<file path="src/rtl/regfile_2w2r_sb.sv">
// Two-write / two-read register file with a per-register busy scoreboard.
// Define REGFILE_BYPASS_EN to forward same-cycle writes to the read ports.
module regfile_2w2r_sb #(
   parameter int DATA_W  = 32,
   parameter int ADDR_W  = 5,
   parameter int R0_ZERO = 1,
   localparam int DEPTH  = 2**ADDR_W
) (
   input  logic              clk,
   input  logic              reset_n,
   input  logic [ADDR_W-1:0] ra1,
   input  logic [ADDR_W-1:0] ra2,
   output logic [DATA_W-1:0] rd1,
   output logic [DATA_W-1:0] rd2,
   output logic              rv1,
   output logic              rv2,
   input  logic              we3,
   input  logic [ADDR_W-1:0] wa3,
   input  logic [DATA_W-1:0] wd3,
   input  logic              we4,
   input  logic [ADDR_W-1:0] wa4,
   input  logic [DATA_W-1:0] wd4,
   input  logic              rsv_en,
   input  logic [ADDR_W-1:0] rsv_a,
   output logic [DEPTH-1:0]  busy
);

   localparam bit R0_HARD = (R0_ZERO != 0);

   logic [DATA_W-1:0] regs [DEPTH];
   logic [ADDR_W-1:0] ra   [2];
   logic [DATA_W-1:0] rd   [2];
   logic              rv   [2];

   generate
      for (genvar gi = 0; gi < DEPTH; gi++) begin : g_reg
         localparam logic [ADDR_W-1:0] IDX = ADDR_W'(gi);
         if (R0_HARD && gi == 0) begin : g_zero
            assign regs[gi] = '0;
            assign busy[gi] = 1'b0;
         end else begin : g_live
            logic [DATA_W-1:0] data_reg;
            logic              busy_reg;

            // Port 4 beats port 3 on an address clash; a new reservation beats a return.
            always_ff @(posedge clk or negedge reset_n) begin
               if (!reset_n) begin
                  data_reg <= '0;
                  busy_reg <= 1'b0;
               end else begin
                  if (we4 && wa4 == IDX)
                     data_reg <= wd4;
                  else if (we3 && wa3 == IDX)
                     data_reg <= wd3;
                  if (rsv_en && rsv_a == IDX)
                     busy_reg <= 1'b1;
                  else if (we4 && wa4 == IDX)
                     busy_reg <= 1'b0;
               end
            end

            assign regs[gi] = data_reg;
            assign busy[gi] = busy_reg;
         end
      end
   endgenerate

   assign ra[0] = ra1;
   assign ra[1] = ra2;

   generate
      for (genvar gi = 0; gi < 2; gi++) begin : g_rd
         logic is_r0;
         assign is_r0 = R0_HARD && (ra[gi] == '0);

         always_comb begin
            rd[gi] = regs[ra[gi]];
            rv[gi] = ~busy[ra[gi]];
`ifdef REGFILE_BYPASS_EN
            // A returning write also clears the pending flag, so the operand is valid now.
            if (!is_r0) begin
               if (we4 && wa4 == ra[gi]) begin
                  rd[gi] = wd4;
                  rv[gi] = 1'b1;
               end else if (we3 && wa3 == ra[gi]) begin
                  rd[gi] = wd3;
               end
            end
`endif
         end
      end
   endgenerate

   assign rd1 = rd[0];
   assign rd2 = rd[1];
   assign rv1 = rv[0];
   assign rv2 = rv[1];

endmodule

</file>
<file path="config.mk">
export PLATFORM = sky130hd
export DESIGN_NAME = regfile_2w2r_sb
export DESIGN_NICKNAME = d
export VERILOG_FILES = /design/src/rtl/regfile_2w2r_sb.sv
export SDC_FILE = /design/constraint.sdc
export NUM_CORES = 2
export LEC_CHECK = 0
export BUFFER_PORTS_ARGS = -buffer_cell sky130_fd_sc_hd__buf_2
export CORE_MARGIN = 2
export CORE_UTILIZATION = 55
export DETAILED_ROUTE_END_ITERATION = 8
export PLACE_DENSITY_LB_ADDON = 0.25
export SYNTH_ARGS = -nofsm -noshare
export SYNTH_HDL_FRONTEND = slang
export SYNTH_SLANG_ARGS = --single-unit
export TNS_END_PERCENT = 10
</file>
<file path="constraint.sdc">
create_clock -name clk -period 2.8 [get_ports clk]
set_input_delay 0.56 -clock clk [delete_from_list [all_inputs] [get_ports clk]]
set_output_delay 0.56 -clock clk [all_outputs]
set_load 0.01 [all_outputs]
</file>
==> results_dict.tcl <==
set metrics [dict create \
    run_status "finished, violations left" \
    violations "negative setup slack" \
    timing.final.crit_share_pct 112.1 \
    global_route.usage.total_pct 41.26 \
    port-buffer-count 190 \
    hold_start "rsv_a[3]" \
    timing.critical_path.arrival_ps 2580 \
    layout_commonest_cell "sky130_fd_sc_hd__mux2i_1" \
    number_of_nets_in_the_synthesized_netlist 6261 \
    critPathLaunchType "primary input" \
    worst-r2r-setup-slack_ps 1900 \
    num_vias 55280 \
    start_util_pct 55.29 \
    timing.setup.critical_path_class "primary input to primary output" \
    cts.sinks 1023 \
    finalSetupViolations 66 \
    clockBufferDepth 3 \
    design_area_final_mm2 0.07475 \
    pre_cts_ws_ps -380.0 \
    chipHeight_um 345.1 \
    crit-reg2reg-launch "g_reg[31].g_live.data_reg[14]" \
    postRouteWirelength_um 250700 \
    route.detailed.drc 0 \
    synth.yosys.seq_area_share_pct 40.01 \
    cts_root_buffer "sky130_fd_sc_hd__clkbuf_16" \
    hold_crit_endpoint "g_reg[18].g_live.busy_reg" \
    fmaxAchievable_ghz 0.3187 \
    layoutNonFillerInstCount 7826 \
    post_synth_main_area_contributors "sky130_fd_sc_hd__dfrtp_1 (40%), sky130_fd_sc_hd__mux2i_1 (19%), sky130_fd_sc_hd__mux4_2 (14%)" \
    worst_r2r_path_depth 3 \
    clock_tree.htree_level_count 3 \
    num-nets-final 6297 \
    grt_pass1_vias 53840 \
    yosys_warnings 0 \
    placementRows 125 \
    filler_cell_count 8925 \
    r2r-end "g_reg[31].g_live.data_reg[14]" \
    dp_hpwl_um 154500 \
    yosys.area.top_type "sky130_fd_sc_hd__dfrtp_1" \
    wire_per_inst_um 32.04 \
    synth_enable_flop_cells 0 \
    synth-async-reset-ratio_pct 100.0 \
    worst_setup_hold_path_clk_slew_ps 60 \
    clk-insertion-delay-late_ps 710 \
    route.detailed.vias_per_inst 7.064 \
    cts-buffers-inserted 114 \
    yosysTopAreaCellShare_pct 40.01 \
    drv.max_cap_violation_count 0 \
    timing_max_transition_violations_final 0 \
    placed_cell_area_mm2 0.06946 \
    power.density_mw_per_mm2 704.8 \
    final_weighted_congestion_of_routability_driven_global_placement 0.9490 \
    drive_gt1_share_pct 23.51 \
    ioPinCount 192 \
    grt_setup_unrepaired "true" \
    cts_tree "done" \
    type_of_the_worst_min_delay_path "primary input to flip-flop" \
    vdd_drop_max_mv 0.6208 \
    final_antenna_net_count 0 \
    first_drt_pass_iteration_count 6 \
    layout.core_utilization_pct 64.59 \
    skew_ps 0 \
    drt_iter0_drc 7451 \
    p_leak_nw 33.39 \
    tns_ps -7854 \
    min_period_ps 3138 \
    grt_pass1_wl_um 366000 \
    most-common-layout-cells "sky130_fd_sc_hd__mux2i_1 (1183), sky130_fd_sc_hd__dfrtp_1 (1023), sky130_fd_sc_hd__a21oi_1 (801), sky130_fd_sc_hd__nor2_1 (773), sky130_fd_sc_hd__mux4_2 (398)" \
    relSlewSlack_pct 21.93 \
    placed_cells 7566 \
    worst_slack_ps -337.6 \
    worst_setup_path_end_kind "primary output" \
    tightestPinTransition_ps 1171 \
    ys.flop_type "sky130_fd_sc_hd__dfrtp_1" \
    grt_start_max_net_pins 73 \
    crit_fanout 9 \
    floorplan.die_area_mm2 0.1191 \
    final-hold-violation-count 0 \
    synthesis.instances 6167 \
    synth_cell_types 45 \
    fp.dieW_um 345.1 \
    layout-area-overhead-vs-synth_pct 16.82 \
    grt_antenna_before_repair 8 \
    largest_reg_flops 992 \
    hold_depth 2 \
    core_area_mm2 0.1157 \
    synthesis.area_per_instance_um2 10.38 \
    data_required_time_of_the_critical_path_ps 2240 \
    global_route.overflow_total 0 \
    synth-seq-cells 1023 \
    syn-cell-area_mm2 0.06399 \
]
-- kinds of logic after synthesis --
logic type	share of synthesized area [%]
other cells	0.005861
simple gates	8.033
mux	33.18
buf+inv	5.321
compound gates	13.46
flops	40.01
-- timing repair --
item                       CTS  global route
pin swaps                   64            30
gates cloned                 3             7
setup endpoints to repair   66            66
hold buffers                 1             0
resized for setup          109            59
hold endpoints to repair    41             0
buffers inserted            17            21
-- worst max-delay path by stage --
stage | from | end | slack [ps] | cells after the start
after floorplan | ra2[1] | rv2 | 110 | 5
after global placement | ra2[0] | rd2[16] | -380 | 8
after detailed placement | ra2[0] | rd2[16] | -380 | 8
after CTS | g_reg[23].g_live.busy_reg | rv2 | -310 | 5
after global routing | ra1[0] | rd1[11] | -330 | 10
final | ra1[0] | rd1[11] | -340 | 10
-- synth_stat cells, types with 2 or more instances --
master	number
sky130_fd_sc_hd__mux2i_1	1186
sky130_fd_sc_hd__dfrtp_1	1023
sky130_fd_sc_hd__a21oi_1	801
sky130_fd_sc_hd__nor2_1	787
sky130_fd_sc_hd__clkbuf_1	487
sky130_fd_sc_hd__mux4_2	398
sky130_fd_sc_hd__nand2_1	335
sky130_fd_sc_hd__o21ai_0	214
sky130_fd_sc_hd__a22o_1	165
sky130_fd_sc_hd__buf_2	153
sky130_fd_sc_hd__o21ai_1	94
sky130_fd_sc_hd__buf_4	69
sky130_fd_sc_hd__o31ai_1	68
sky130_fd_sc_hd__buf_1	55
sky130_fd_sc_hd__and2_1	38
sky130_fd_sc_hd__and3_1	36
sky130_fd_sc_hd__mux2_2	35
sky130_fd_sc_hd__a211oi_1	32
sky130_fd_sc_hd__o221ai_1	32
sky130_fd_sc_hd__o22ai_1	32
sky130_fd_sc_hd__o2bb2ai_1	32
sky130_fd_sc_hd__nor2b_1	17
sky130_fd_sc_hd__nand3_1	14
sky130_fd_sc_hd__inv_1	9
sky130_fd_sc_hd__nand2b_1	7
sky130_fd_sc_hd__nand4b_1	6
sky130_fd_sc_hd__nand4_1	5
sky130_fd_sc_hd__a22oi_1	4
sky130_fd_sc_hd__a32o_1	4
sky130_fd_sc_hd__buf_6	4
sky130_fd_sc_hd__and4b_1	3
sky130_fd_sc_hd__and4bb_2	3
sky130_fd_sc_hd__or3_1	3
sky130_fd_sc_hd__and4_1	2
sky130_fd_sc_hd__nor3_1	2
sky130_fd_sc_hd__nor3b_1	2
sky130_fd_sc_hd__o32ai_1	2
-- worst max-delay path, stage by stage --
cell,delay (ps)
sky130_fd_sc_hd__buf_16,140
sky130_fd_sc_hd__buf_4,140
sky130_fd_sc_hd__buf_12,130
sky130_fd_sc_hd__clkbuf_16,160
sky130_fd_sc_hd__mux4_2,490
sky130_fd_sc_hd__mux2i_1,330
sky130_fd_sc_hd__and2_1,180
sky130_fd_sc_hd__o31ai_1,80
sky130_fd_sc_hd__buf_4,210
sky130_fd_sc_hd__buf_2,130
-- area by class of cell --
type | instances | area, µm² | share of cell area (%)
multi-input cells | 4366 | 36030 | 48.20
flip-flops and latches | 1023 | 25600 | 34.25
repair buffers | 687 | 7177 | 9.601
clock buffers | 169 | 3363 | 4.499
well taps | 1524 | 1907 | 2.551
clock inverters | 43 | 621.8 | 0.8319
inverters | 11 | 43.79 | 0.05858
diodes | 3 | 7.507 | 0.01004
-- layer usage --
layer / GRT usage, % / wire length (µm)
met5: 0 / 51
met4: 26.08 / 18660
met2: 58.63 / 105100
met3: 12.81 / 37480
met1: 55.02 / 89410
-- metrics by stage --
stage          hold slack [ps]  total power, mW
2_1_floorplan            264.4            31.07
3_3_place_gp             512.9            34.99
4_1_cts                  218.6            52.12
6_report                 250.8            52.69
3_5_place_dp             529.5            35.73
5_1_grt                  266.0            54.74
-- report_power, final --
part           switching (mW)  internal [mW]  leakage (nW)
registers                3.43           18.8          12.3
clock network            6.61           9.65          1.95
logic                    6.51           7.68          19.2
Power figures use the tool's default switching activity.
